## src/rtl/passcode_lock_ctrl.sv

```systemverilog
// Passcode lock: BCD entries captured on push rising edges, checked against a programmable code, lockout after repeated failures.
// Latency: last entry edge -> CHECK next cycle -> result the cycle after; no backpressure, edges outside ENTRY/PROG/FAIL/OPEN are dropped.
module passcode_lock_ctrl #(
  parameter int NUM_DIGITS = 3,
  parameter int DIGIT_W = 8,
  parameter logic [NUM_DIGITS*DIGIT_W-1:0] PASSCODE = 24'h123456,
  parameter int MAX_TRIES = 3,
  parameter int LOCKOUT_CYCLES = 50_000_000
) (
  input  logic               clk,
  input  logic               rst,
  input  logic [DIGIT_W-1:0] sw,
  input  logic               push,
  input  logic               prog,
  output logic [2:0]         state,
  output logic [2:0]         digit_idx,
  output logic [3:0]         fail_cnt,
  output logic               unlocked,
  output logic               lockout,
  output logic               err
);

  typedef enum logic [2:0] {
    ST_ENTRY   = 3'd0,
    ST_CHECK   = 3'd1,
    ST_FAIL    = 3'd2,
    ST_OPEN    = 3'd3,
    ST_PROG    = 3'd4,
    ST_LOCKOUT = 3'd5
  } state_t;

  localparam int BUF_W = NUM_DIGITS * DIGIT_W;
  localparam int NIB = DIGIT_W / 4;
  localparam logic [2:0] IDX_LAST = 3'(NUM_DIGITS - 1);
  localparam logic [3:0] MAX_F = 4'(MAX_TRIES);
  localparam logic [31:0] LOCK_LOAD = 32'(LOCKOUT_CYCLES - 1);

  state_t             state_q, state_d;
  logic               push_q;
  logic [2:0]         idx_q, idx_d;
  logic [3:0]         fail_q, fail_d, fail_inc;
  logic               err_q, err_d;
  logic [BUF_W-1:0]   buf_q, buf_d, buf_wr;
  logic [BUF_W-1:0]   code_q, code_d;
  logic [31:0]        cnt_q, cnt_d;
  logic               push_edge;
  logic               entry_ok;

  assign push_edge = push & ~push_q;
  assign fail_inc  = (fail_q >= MAX_F) ? MAX_F : fail_q + 4'd1;

  always_comb begin
    entry_ok = 1'b1;
    for (int k = 0; k < NIB; k++) begin
      if (sw[4*k +: 4] > 4'd9) entry_ok = 1'b0;
    end
  end

  // Entry 0 lives in the MSBs of the buffer.
  always_comb begin
    buf_wr = buf_q;
    for (int i = 0; i < NUM_DIGITS; i++) begin
      if (idx_q == 3'(i)) buf_wr[(NUM_DIGITS-1-i)*DIGIT_W +: DIGIT_W] = sw;
    end
  end

  always_comb begin
    state_d = state_q;
    idx_d   = idx_q;
    fail_d  = fail_q;
    err_d   = 1'b0;
    buf_d   = buf_q;
    code_d  = code_q;
    cnt_d   = cnt_q;
    case (state_q)
      ST_ENTRY, ST_PROG: begin
        if (push_edge) begin
          if (!entry_ok) begin
            err_d = 1'b1;
          end else begin
            buf_d = buf_wr;
            if (idx_q == IDX_LAST) begin
              idx_d = 3'd0;
              if (state_q == ST_PROG) begin
                code_d  = buf_wr;
                state_d = ST_OPEN;
              end else begin
                state_d = ST_CHECK;
              end
            end else begin
              idx_d = idx_q + 3'd1;
            end
          end
        end
      end
      ST_CHECK: begin
        if (buf_q == code_q) begin
          state_d = ST_OPEN;
          fail_d  = 4'd0;
        end else begin
          err_d  = 1'b1;
          fail_d = fail_inc;
          if (fail_inc == MAX_F) begin
            state_d = ST_LOCKOUT;
            cnt_d   = LOCK_LOAD;
          end else begin
            state_d = ST_FAIL;
          end
        end
      end
      ST_FAIL: begin
        if (push_edge) begin
          state_d = ST_ENTRY;
          buf_d   = '1;
        end
      end
      ST_OPEN: begin
        if (push_edge) begin
          if (prog) begin
            state_d = ST_PROG;
            idx_d   = 3'd0;
          end else begin
            state_d = ST_ENTRY;
            buf_d   = '1;
          end
        end
      end
      ST_LOCKOUT: begin
        if (cnt_q == 32'd0) begin
          state_d = ST_ENTRY;
          fail_d  = 4'd0;
          idx_d   = 3'd0;
          buf_d   = '1;
        end else begin
          cnt_d = cnt_q - 32'd1;
        end
      end
      default: state_d = ST_ENTRY;
    endcase
  end

  // push_q resets high so a button held across reset release is not an action.
  always_ff @(posedge clk) begin
    if (rst) begin
      state_q <= ST_ENTRY;
      push_q  <= 1'b1;
      idx_q   <= 3'd0;
      fail_q  <= 4'd0;
      err_q   <= 1'b0;
      buf_q   <= '1;
      code_q  <= PASSCODE;
      cnt_q   <= 32'd0;
    end else begin
      state_q <= state_d;
      push_q  <= push;
      idx_q   <= idx_d;
      fail_q  <= fail_d;
      err_q   <= err_d;
      buf_q   <= buf_d;
      code_q  <= code_d;
      cnt_q   <= cnt_d;
    end
  end

  assign state     = state_q;
  assign digit_idx = idx_q;
  assign fail_cnt  = fail_q;
  assign unlocked  = (state_q == ST_OPEN) || (state_q == ST_PROG);
  assign lockout   = (state_q == ST_LOCKOUT);
  assign err       = err_q;

endmodule

```

## config.mk

```make
export PLATFORM = sky130hd
export DESIGN_NAME = passcode_lock_ctrl
export DESIGN_NICKNAME = d
export VERILOG_FILES = /design/src/rtl/passcode_lock_ctrl.sv
export SDC_FILE = /design/constraint.sdc
export NUM_CORES = 1
export LEC_CHECK = 0
export CAP_MARGIN = 10
export CORE_MARGIN = 2
export CORE_UTILIZATION = 45
export DETAILED_ROUTE_END_ITERATION = 6
export SYNTH_ARGS = -nofsm -noshare
export SYNTH_HDL_FRONTEND = slang
export SYNTH_SLANG_ARGS = --single-unit
```

## constraint.sdc

```tcl
create_clock -name clk -period 7.85 [get_ports clk]
set_input_delay 1.57 -clock clk [delete_from_list [all_inputs] [get_ports clk]]
set_output_delay 1.57 -clock clk [all_outputs]
set_load 0.05 [all_outputs]
```

==> results of run 1 <==
-- final timing paths --
check | from | endpoint | slack, ns | cells after the start
max | state[0] | lockout | 3.71 | 4
min | code_q[3] | code_q[3] | 0.47 | 2
max reg2reg | cnt_q[8] | cnt_q[15] | 4.33 | 7
min reg2reg | code_q[3] | code_q[3] | 0.47 | 2
-- per-stage QoR --
stage               cell area, sq um  std cells  hold slack, ns  setup slack (ns)  power, mW
floorplan                       4510        496           0.448              4.10      0.500
global placement                4840        628           0.456              3.50      0.517
detailed placement              4840        628           0.461              3.29      0.517
CTS                             5020        644           0.474              3.71      0.818
global route                    5050        645           0.490              3.60      0.843
finish                          5050        645           0.473              3.71      0.810
-- power groups by stage --
stage	registers, mW	logic (mW)	clock network (mW)
2_1_floorplan	0.480	0.0196	0
3_3_place_gp	0.480	0.0369	0
3_5_place_dp	0.480	0.0375	0
4_1_cts	0.469	0.0377	0.311
5_1_grt	0.470	0.0403	0.333
6_report	0.469	0.0375	0.304
-- layer usage --
metal	up-vias	share of wire
met2	69	0.45
met4	0	0.012
met1	1838	0.50
li1	1869	-
met5	-	0
met3	10	0.038
-- cell families (layout without fill, tap and decap cells) --
| family | count (synthesis) | after routing |
|---|---|---|
| xor+xnor | 44 | 44 |
| mux | 17 | 17 |
| fa+ha+maj | 2 | 2 |
| compound gates | 138 | 138 |
| buf+inv | 38 | 54 |
| simple gates | 165 | 165 |
| flops | 92 | 92 |
-- cells in the mapped netlist (3+ instances only) --
| master | n |
|---|---|
| dfxtp_1 | 92 |
| nand2_1 | 43 |
| nor2_1 | 43 |
| a21oi_1 | 33 |
| clkbuf_1 | 26 |
| xor2_1 | 25 |
| o32a_1 | 24 |
| o21ai_0 | 19 |
| xnor2_1 | 19 |
| a211oi_1 | 17 |
| mux2i_1 | 17 |
| nor4_1 | 12 |
| nor3_1 | 11 |
| nand3_1 | 9 |
| inv_1 | 8 |
| o211ai_1 | 7 |
| or3_1 | 7 |
| a2111oi_0 | 6 |
| nand2b_1 | 6 |
| nand4_1 | 6 |
| nor3b_1 | 6 |
| a31oi_1 | 5 |
| or2_2 | 4 |
| or4_1 | 4 |
| a21o_1 | 3 |
| o31ai_1 | 3 |
| o31ai_4 | 3 |
-- sequential cells by signal, summed over array words and instances (netlist names) --
name and cells:
digit_idx 3, state 3, cnt_q 32, buf_q 24, push_q 1, err 1, code_q 24, fail_cnt 4
-- tightest hold or removal path, delay by kind of cell, from the launching register on --
| kind | cells | cell delay (ns) |
|---|---|---|
| and+or+nand+nor | 1 | 0.05 |
| AOI/OAI and AO/OA | 1 | 0.05 |
| DFF | 1 | 0.33 |
-- cell type report --
cell class                      instances  area, sq um  area share
Clock buffer                            9          124      0.0245
Clock inverter                          7         57.6      0.0114
Inverter                                9         33.8     0.00669
Multi-Input combinational cell        366         2530       0.502
Sequential cell                        92         1840       0.365
Tap cell                              133          166      0.0329
Timing Repair Buffer                   29          293      0.0580
==> impl_results.md, run 1 <==
- Outcome: finished, final reports clean
- Min-Delay Path Class: reg -> reg
- # fillers: 959
- CP required: 6.28 ns
- Setup TNS: 0 ns
- Setup CP Type: reg -> out
- Yosys cell types: 53
- Main combinational cell family by area after synthesis: compound AO/OA/AOI/OAI gates
- Setup crit end kind: output pin
- Pin count of the biggest net entering global routing: 72
- DRT Wirelength: 10800 microns
- First-pass GRT wire length: 18300 microns
- Post-synth EDFFs: 0
- I/O pin count: 25
- Most frequent cells in the layout: dfxtp_1, nand2_1, nor2_1
- Max H-tree Level: 3
- Critical Path Start Type: flop
- Initial DRC Count: 227
- Synth area leader: dfxtp_1
- Layout Area Growth over Synthesis: 12.0%
- Adder-cell share of the synthesized area: 0.00555
- # setup viols final: 0
- Ant. Diodes: 0
- Async SR Flop Fraction: 0
- Root Buffer: clkbuf_8
- Slowest cell delay on critical path: 0.83 ns
- Cts repair resizes: 0
- Cells after Synth: 496
- CTS Buffer Depth: 2
- Clock share of power: 0.375
- Vias/cell: 5.87
- Post-cts hold buffer count: 0
- Internal cell power: 600 uW
- Commonest non-fill, non-tap cell in the layout: dfxtp_1
- Synth warn: 0
- WP buf/inv: 2
- Die ar.: 10800 sq um
- # port buffers: 24
- Final hold vios: 0
- DR WL/cell: 16.7 microns
- Crit-path max FO: 17
- Core Region: 9730 sq um
- Synthesized area per cell: 9.09 sq um
- Final worst path period share: 0.528
- Post-CTS Setup Bufs: 0
- Combinational fraction of design power: 0.046
- Seq cells post-synth: 92
- Die width: 104 microns
- Slew @ Worst Pin: 1.15 ns
- Sequential-to-total area share from yosys stat: 0.408
- Worst clock skew: 0.0157 ns
- Row count: 36
- DR pass1 iterations: 5
- Fmax: 241 MHz
- CTS clock-pin slew for the worst setup and hold paths: 0.09 ns
- Min cycle time layout: 4.14 ns
- Synthesized area: 4510 sq um
- Post-Synth XOR/XNOR Area: 0.0854
- Post-Synth Simple-Gate Area: 0.191
- Multiplexer share of the synthesized area: 0.0377
- Synth Flop Type: dfxtp_1
- Initial core utilization: 0.464
- GPL Wtd Cong: 0.790
- Clk sinks: 92
- Compound-gate portion of the synthesized area: 0.240
- DPL Wire Length: 7090 microns
- Worst-Skew Late Latency: 0.37 ns
- Kind of cell adding the most delay to the critical path: buffers and inverters
- Synth top area share: 0.408
- Vias in the first global route: 3599
- Met2 GRT Util: 0.327
- Overflow left after global routing: 0
- ANT nets after route: 0
- RSZ-0062 raised after global routing: false
- Inserted Clock Buffers: 9
- Critical Path AT: 2.57 ns
- Psw: 210 uW
- Met1 Resource Use GR: 0.287
- Core Util, Final: 0.519
- Slew HR: 0.228
- Share of cells above drive strength 1: 0.0918
- Switch share: 0.259
- DR vias: 3786
- DR DRC count: 0
- Antenna violations before repair: 0
- Global routing usage on met3: 0.0420
- Total global-route track usage: 0.206
- Part of the power in registers: 0.579
- Die height: 104 microns
- Number of max-cap violations: 0
- Static leakage: 1.72 nW
- Critical path's slowest cell: clkdlybuf4s50_1
- Most used routing layer in global routing: met2
- Largest cells by area after synthesis: dfxtp_1, o32a_1, xor2_1, mux2i_1, xnor2_1
- TritonCTS clock tree: built
- Peak supply drop: 0.102 mV
- PwrDens: 160 nW/um^2
- Critical path, cell by cell: nor2b_1 -> nand2_1 -> inv_1 -> clkdlybuf4s50_1
- Max Slew Vio Count: 0
- Syn nets: 510
- Total Nets Final: 521
Note: power is estimated with default switching activity, not from simulation.
==> inputs of run 2 (changes only) <==
--- a/config.mk
+++ b/config.mk
@@ -9,6 +9,7 @@
 export CORE_MARGIN = 2
 export CORE_UTILIZATION = 45
 export DETAILED_ROUTE_END_ITERATION = 6
+export PLACE_DENSITY = 0.65
 export SYNTH_ARGS = -nofsm -noshare
 export SYNTH_HDL_FRONTEND = slang
 export SYNTH_SLANG_ARGS = --single-unit
==> constraint.sdc (replaced) <==
create_clock -name clk -period 3.6 [get_ports clk]
set_input_delay 0.72 -clock clk [delete_from_list [all_inputs] [get_ports clk]]
set_output_delay 0.72 -clock clk [all_outputs]
set_load 0.05 [all_outputs]
==> impl_results.md, run 2 (synthesis results as in run 1) <==
- Outcome: finished, final reports clean
- Biggest register: cnt_q
- Vias in the first global route: 3612 (+0.36%)
- Hold Path End: code_q[7]
- Critical Path AT: 2.32 ns (-0.25 ns)
- Kind of cell adding the most delay to the critical path: buffers and inverters
- Die width: 104 microns (unchanged)
- # setup viols final: 0 (unchanged)
- CTS clock-pin slew for the worst setup and hold paths: 0.08 ns (about the same)
- Slew @ Worst Pin: 0.981 ns (-0.166 ns)
- Peak supply drop: 0.155 mV (+52%)
- Max H-tree Level: 3 (unchanged)
- PnR Total Power: 1.80 mW (+120%)
- DR vias: 3802 (+0.42%)
- Final worst path period share: 0.844
- Slowest cell delay on critical path: 0.81 ns (-0.02 ns)
- Critical Path Start Type: flop
- Die height: 104 microns (unchanged)
- Slew HR: 0.339 (+0.111)
- Min-Delay Path Class: reg -> reg
- Core Region: 9730 sq um (unchanged)
- Max reg flops: 32 (unchanged)
- Number of max-cap violations: 0 (unchanged)
- Commonest non-fill, non-tap cell in the layout: dfxtp_1
- Pin count of the biggest net entering global routing: 71 (-1.4%)
- Critical path's slowest cell: clkdlybuf4s50_1
- Initial DRC Count: 262 (+15%)
- Die ar.: 10800 sq um (unchanged)
- Row count: 36 (unchanged)
- Place WS: 0.463 ns (-2.82 ns)
- Layout Area Growth over Synthesis: 13.0%
- Fmax: 329 MHz
- Reg2reg path depth: 8 (+1)
- Post-cts hold buffer count: 0 (unchanged)
- Post-route setup slack: 0.561 ns (-3.15 ns)
- Static leakage: 1.76 nW (+2.0%)
- Most frequent cells in the layout: dfxtp_1, nand2_1, nor2_1
- # port buffers: 24 (unchanged)
- Min cycle time layout: 3.04 ns
- TritonCTS clock tree: built
- Total global-route track usage: 0.208 (+0.00192)
- Setup CP Type: reg -> out
- Hold Path Stages: 2 (unchanged)
- FF-to-FF End: cnt_q[17]
- Vias/cell: 5.83 (-0.66%)
- Reg2reg start: cnt_q[8]
- Setup TNS: 0 ns (unchanged)
- RSZ-0062 raised after global routing: false
- CP required: 2.88 ns (-3.40 ns)
- PwrDens: 353 nW/um^2 (+120%)
- WP buf/inv: 2 (unchanged)
- Share of cells above drive strength 1: 0.102 (+0.0103)
- Post-CTS Setup Bufs: 0 (unchanged)
- Total Nets Final: 528 (+1.3%)
- DR pass1 iterations: 4 (-1)
- Worst-Skew Late Latency: 0.37 ns (about the same)
- Setup crit end kind: output pin
- Max Slew Vio Count: 0 (unchanged)
- Top flop regs: cnt_q x32, buf_q x24, code_q x24
- Cts repair resizes: 0 (unchanged)
- # fillers: 917 (-4.4%)
- DPL Wire Length: 7240 microns (+2.1%)
- Hold wc startpoint: code_q[7]
- Antenna violations before repair: 0 (unchanged)
- GPL Wtd Cong: 0.815 (+3.1%)
- First-pass GRT wire length: 18400 microns (+0.72%)
- Inserted Clock Buffers: 9 (unchanged)
- Overflow left after global routing: 0 (unchanged)
- DR WL/cell: 16.6 microns (-0.78%)
- DR DRC count: 0 (unchanged)
- DRT Wirelength: 10800 microns (+0.30%)
- Initial core utilization: 0.464 (unchanged)
- Ant. Diodes: 0 (unchanged)
- Worst clock skew: 0.0156 ns (-0.0000958 ns)
- Root Buffer: clkbuf_8
- Core Util, Final: 0.524 (+0.00450)
- Crit-path max FO: 14 (-3)
- R2r setup slk: 0.71 ns (-3.62 ns)
- Final hold vios: 0 (unchanged)
- ANT nets after route: 0 (unchanged)
- CTS Buffer Depth: 2 (unchanged)
- Critical path, cell by cell: nor2b_1 -> nand2_1 -> inv_1 -> clkdlybuf4s50_1
- Clk sinks: 92 (unchanged)
- I/O pin count: 25 (unchanged)
==> run 2: cell count changes in the layout (fill, tap and decap cells not counted) <==
| cell | before | now |
|---|---|---|
| buf_16 | 1 | 0 |
| inv_8 | 1 | 0 |
| clkinvlp_4 | 2 | 1 |
| clkinv_2 | 1 | 2 |
| buf_4 | 4 | 12 |
| bufinv_16 | 0 | 1 |
| inv_6 | 2 | 0 |
| clkinv_4 | 1 | 2 |
| clkbuf_1 | 0 | 1 |
==> run 2: worst min-delay path, cell delays in order, from the launching register on <==
cell and delay (ns):
dfxtp_1 0.33, nand2_1 0.06, a21oi_1 0.05
==> run 2: per-layer routing <==
layer  global-route usage  wire [microns]  vias up
li1                     -               -     1877
met1                0.292            5160     1825
met2                0.320            5060       90
met3               0.0388             485       10
met4               0.0763             100        0
met5                    0               0        -
==> run 2: how the worst max path moves through the flow <==
| stage | from | to | slack, ns | cells after the start |
|---|---|---|---|---|
| after floorplan | state[2] | unlocked | 0.70 | 3 |
| after global placement | sw[1] | code_q[19] | 0.52 | 8 |
| after detailed placement | sw[1] | code_q[8] | 0.46 | 8 |
| after CTS | state[1] | lockout | 0.55 | 4 |
| after global routing | state[1] | lockout | 0.39 | 4 |
| final | state[1] | lockout | 0.56 | 4 |
==> run 2: area by class of cell <==
type,count,area (sq um),area share
Clock inverter,6,65.1,0.0128
Tap cell,133,166,0.0327
Sequential cell,92,1840,0.361
Multi-Input combinational cell,366,2530,0.498
Inverter,9,33.8,0.00663
Clock buffer,10,128,0.0250
Timing Repair Buffer,36,325,0.0639
==> run 2: through the flow <==
| step | instances | cell area [sq um] | hold WS, ns |
|---|---|---|---|
| after floorplan | 496 | 4510 | 0.448 |
| after global placement | 636 | 4900 | 0.461 |
| after detailed placement | 636 | 4900 | 0.468 |
| after CTS | 652 | 5090 | 0.481 |
| after global routing | 652 | 5090 | 0.501 |
| final | 652 | 5090 | 0.479 |
==> run 2: power by group <==
| group | total, mW | leakage (nW) | switching (mW) | internal (mW) |
|---|---|---|---|---|
| Sequential | 1.02 | 0.743 | 0.00282 | 1.02 |
| Clock | 0.694 | 0.0962 | 0.373 | 0.321 |
| Combinational | 0.0832 | 0.918 | 0.0537 | 0.0295 |
| Total | 1.80 | 1.76 | 0.429 | 1.37 |
==> inputs of run 3 (changes only) <==
--- a/config.mk
+++ b/config.mk
@@ -9,7 +9,6 @@
 export CORE_MARGIN = 2
 export CORE_UTILIZATION = 45
 export DETAILED_ROUTE_END_ITERATION = 6
-export PLACE_DENSITY = 0.65
 export SYNTH_ARGS = -nofsm -noshare
 export SYNTH_HDL_FRONTEND = slang
 export SYNTH_SLANG_ARGS = --single-unit
==> constraint.sdc (replaced) <==
create_clock -name clk -period 3.1 [get_ports clk]
set_input_delay 0.62 -clock clk [delete_from_list [all_inputs] [get_ports clk]]
set_output_delay 0.62 -clock clk [all_outputs]
set_load 0.05 [all_outputs]
==> impl_results.md, run 3 (synthesis results as in run 1) <==
- Outcome: finished, final reports clean
- Final worst path period share: 0.916
- Peak supply drop: 0.241 mV (+55%)
- CTS clock-pin slew for the worst setup and hold paths: 0.09 ns (about the same)
- FF-to-FF End: buf_q[13]
- Critical path, cell by cell: nor2b_1 -> nand2_1 -> inv_1 -> clkdlybuf4s50_1
- Most used routing layer in global routing: met2
- Setup TNS: 0 ns (unchanged)
- Most frequent cells in the layout: dfxtp_1, nand2_1, nor2_1
- Core Util, Final: 0.533 (+0.00939)
- Setup CP Type: reg -> out
- Total Nets Final: 537 (+1.7%)
- Root Buffer: clkbuf_8
- Static leakage: 1.81 nW (+3.0%)
- TritonCTS clock tree: built
- Max H-tree Level: 3 (unchanged)
- Part of the power in registers: 0.555 (-0.013)
- Max Slew Vio Count: 0 (unchanged)
- Psw: 533 uW (+24%)
- Ant. Diodes: 0 (unchanged)
- Kind of cell adding the most delay to the critical path: buffers and inverters
- WP buf/inv: 2 (unchanged)
- Die width: 104 microns (unchanged)
- Setup crit end kind: output pin
- Global routing usage on met3: 0.0526 (+0.0138)
- Reg2reg start: cnt_q[8]
- Met2 GRT Util: 0.313 (-0.00705)
- Crit-path max FO: 6 (-8)
- R2r setup slk: 0.32 ns (-0.39 ns)
- Core Region: 9730 sq um (unchanged)
- Slowest cell delay on critical path: 0.83 ns (+0.02 ns)
- GPL Wtd Cong: 0.791 (-2.9%)
- Worst clock skew: 0.0171 ns (+0.00150 ns)
- PnR Total Power: 2.14 mW (+19%)
- Clk sinks: 92 (unchanged)
- Total global-route track usage: 0.212 (+0.00411)
- DRT Wirelength: 10800 microns (+0.33%)
- Hold_ws: 0.475 ns (-0.00395 ns)
- Post-CTS Setup Bufs: 0 (unchanged)
- Hold Path End: code_q[7]
- Post-cts hold buffer count: 0 (unchanged)
- Internal cell power: 1.61 mW (+17%)
- Biggest register: cnt_q
- DR WL/cell: 16.4 microns (-1.0%)
- Pin count of the biggest net entering global routing: 71 (unchanged)
- Max reg flops: 32 (unchanged)
- Share of cells above drive strength 1: 0.119 (+0.0172)
- Crit path from: state[1]
- Overflow left after global routing: 0 (unchanged)
- Layout Area Growth over Synthesis: 15.0%
- # port buffers: 24 (unchanged)
- Slew HR: 0.489 (+0.150)
- Combinational fraction of design power: 0.047 (about the same)
- Inserted Clock Buffers: 9 (unchanged)
- Cts repair resizes: 0 (unchanged)
- Initial DRC Count: 152 (-42%)
- Slew @ Worst Pin: 0.766 ns (-0.215 ns)
- Row count: 36 (unchanged)
- Hold Path Stages: 2 (unchanged)
- I/O pin count: 25 (unchanged)
- CTS Buffer Depth: 2 (unchanged)
- Antenna violations before repair: 0 (unchanged)
- ANT nets after route: 0 (unchanged)
- Initial core utilization: 0.464 (unchanged)
- CP required: 2.48 ns (-0.40 ns)
- Die ar.: 10800 sq um (unchanged)
- Reg2reg path depth: 7 (-1)
- RSZ-0062 raised after global routing: false
- Number of max-cap violations: 0 (unchanged)
- Commonest non-fill, non-tap cell in the layout: dfxtp_1
- DR vias: 3797 (-0.13%)
- Min-Delay Path Class: reg -> reg
- Critical Path Start Type: flop
- DR DRC count: 0 (unchanged)
- Hold wc startpoint: code_q[7]
- Top flop regs: cnt_q x32, buf_q x24, code_q x24
- Vias/cell: 5.74 (-1.5%)
- Final hold vios: 0 (unchanged)
- # setup viols final: 0 (unchanged)
- Die height: 104 microns (unchanged)
- Fmax: 352 MHz
- Critical path's slowest cell: clkdlybuf4s50_1
- Critical Path AT: 2.22 ns (-0.10 ns)
- Min cycle time layout: 2.84 ns
- PwrDens: 412 nW/um^2 (+17%)
- First-pass GRT wire length: 18400 microns (-0.37%)
- Met1 Resource Use GR: 0.300 (+0.00803)
- Worst-Skew Late Latency: 0.38 ns (about the same)
- DR pass1 iterations: 4 (unchanged)
- Clock share of power: 0.397 (+0.011)
- DPL Wire Length: 7460 microns (+2.9%)
- Switch share: 0.249 (+0.0105)
- Vias in the first global route: 3628 (+0.44%)
-- run 3: cell types whose count changed in the layout (fill, tap and decap cells not counted), sizes merged --
cell and change:
clkbuf -1, inv +4, buf +9, clkinv -3
-- run 3: through the flow --
stage	cells	cell area (sq um)	worst slack (ns)
after floorplan	496	4510	0.300
after global placement	645	4980	0.173
after detailed placement	645	4980	0.152
after CTS	661	5190	0.227
after global routing	661	5190	0.134
final	661	5190	0.260
-- run 3: power by group through the flow --
stage               Combinational, mW  Sequential [mW]  Clock, mW
floorplan                      0.0497             1.22          0
global placement                0.100             1.22          0
detailed placement              0.101             1.22          0
CTS                             0.101             1.19      0.880
global route                    0.110             1.19      0.934
finish                          0.101             1.19      0.850
-- run 3: layout make-up --
| class | instances | area, sq um |
|---|---|---|
| clock buffers | 9 | 124 |
| clock inverters | 7 | 80.1 |
| fillers | 958 | 4540 |
| inverters | 9 | 33.8 |
| multi-input cells | 366 | 2530 |
| flip-flops and latches | 92 | 1840 |
| well taps | 133 | 166 |
| repair buffers | 45 | 405 |
-- run 3: how the worst max path moves through the flow --
stage           endpoint  slack (ns)  cells past startpoint
2_1_floorplan   unlocked        0.30                      3
3_3_place_gp   buf_q[11]        0.17                      7
3_5_place_dp    buf_q[9]        0.15                      7
4_1_cts          lockout        0.23                      4
5_1_grt        cnt_q[17]        0.13                      8
6_report         lockout        0.26                      4
-- run 3: worst reg2reg max path, cell delays in order (launching register included) --
cell and delay [ns]:
dfxtp_1 0.35, or4_4 0.55, nand4bb_4 0.26, nor4_1 0.36, buf_4 0.22, o21ai_2 0.16, o31ai_4 0.57, o32a_1 0.24
-- run 3: layer usage --
metal | routed length, microns | share of wire
met5 | 0 | 0
met4 | 212 | 0.020
met1 | 5310 | 0.49
met2 | 4780 | 0.44
met3 | 537 | 0.050
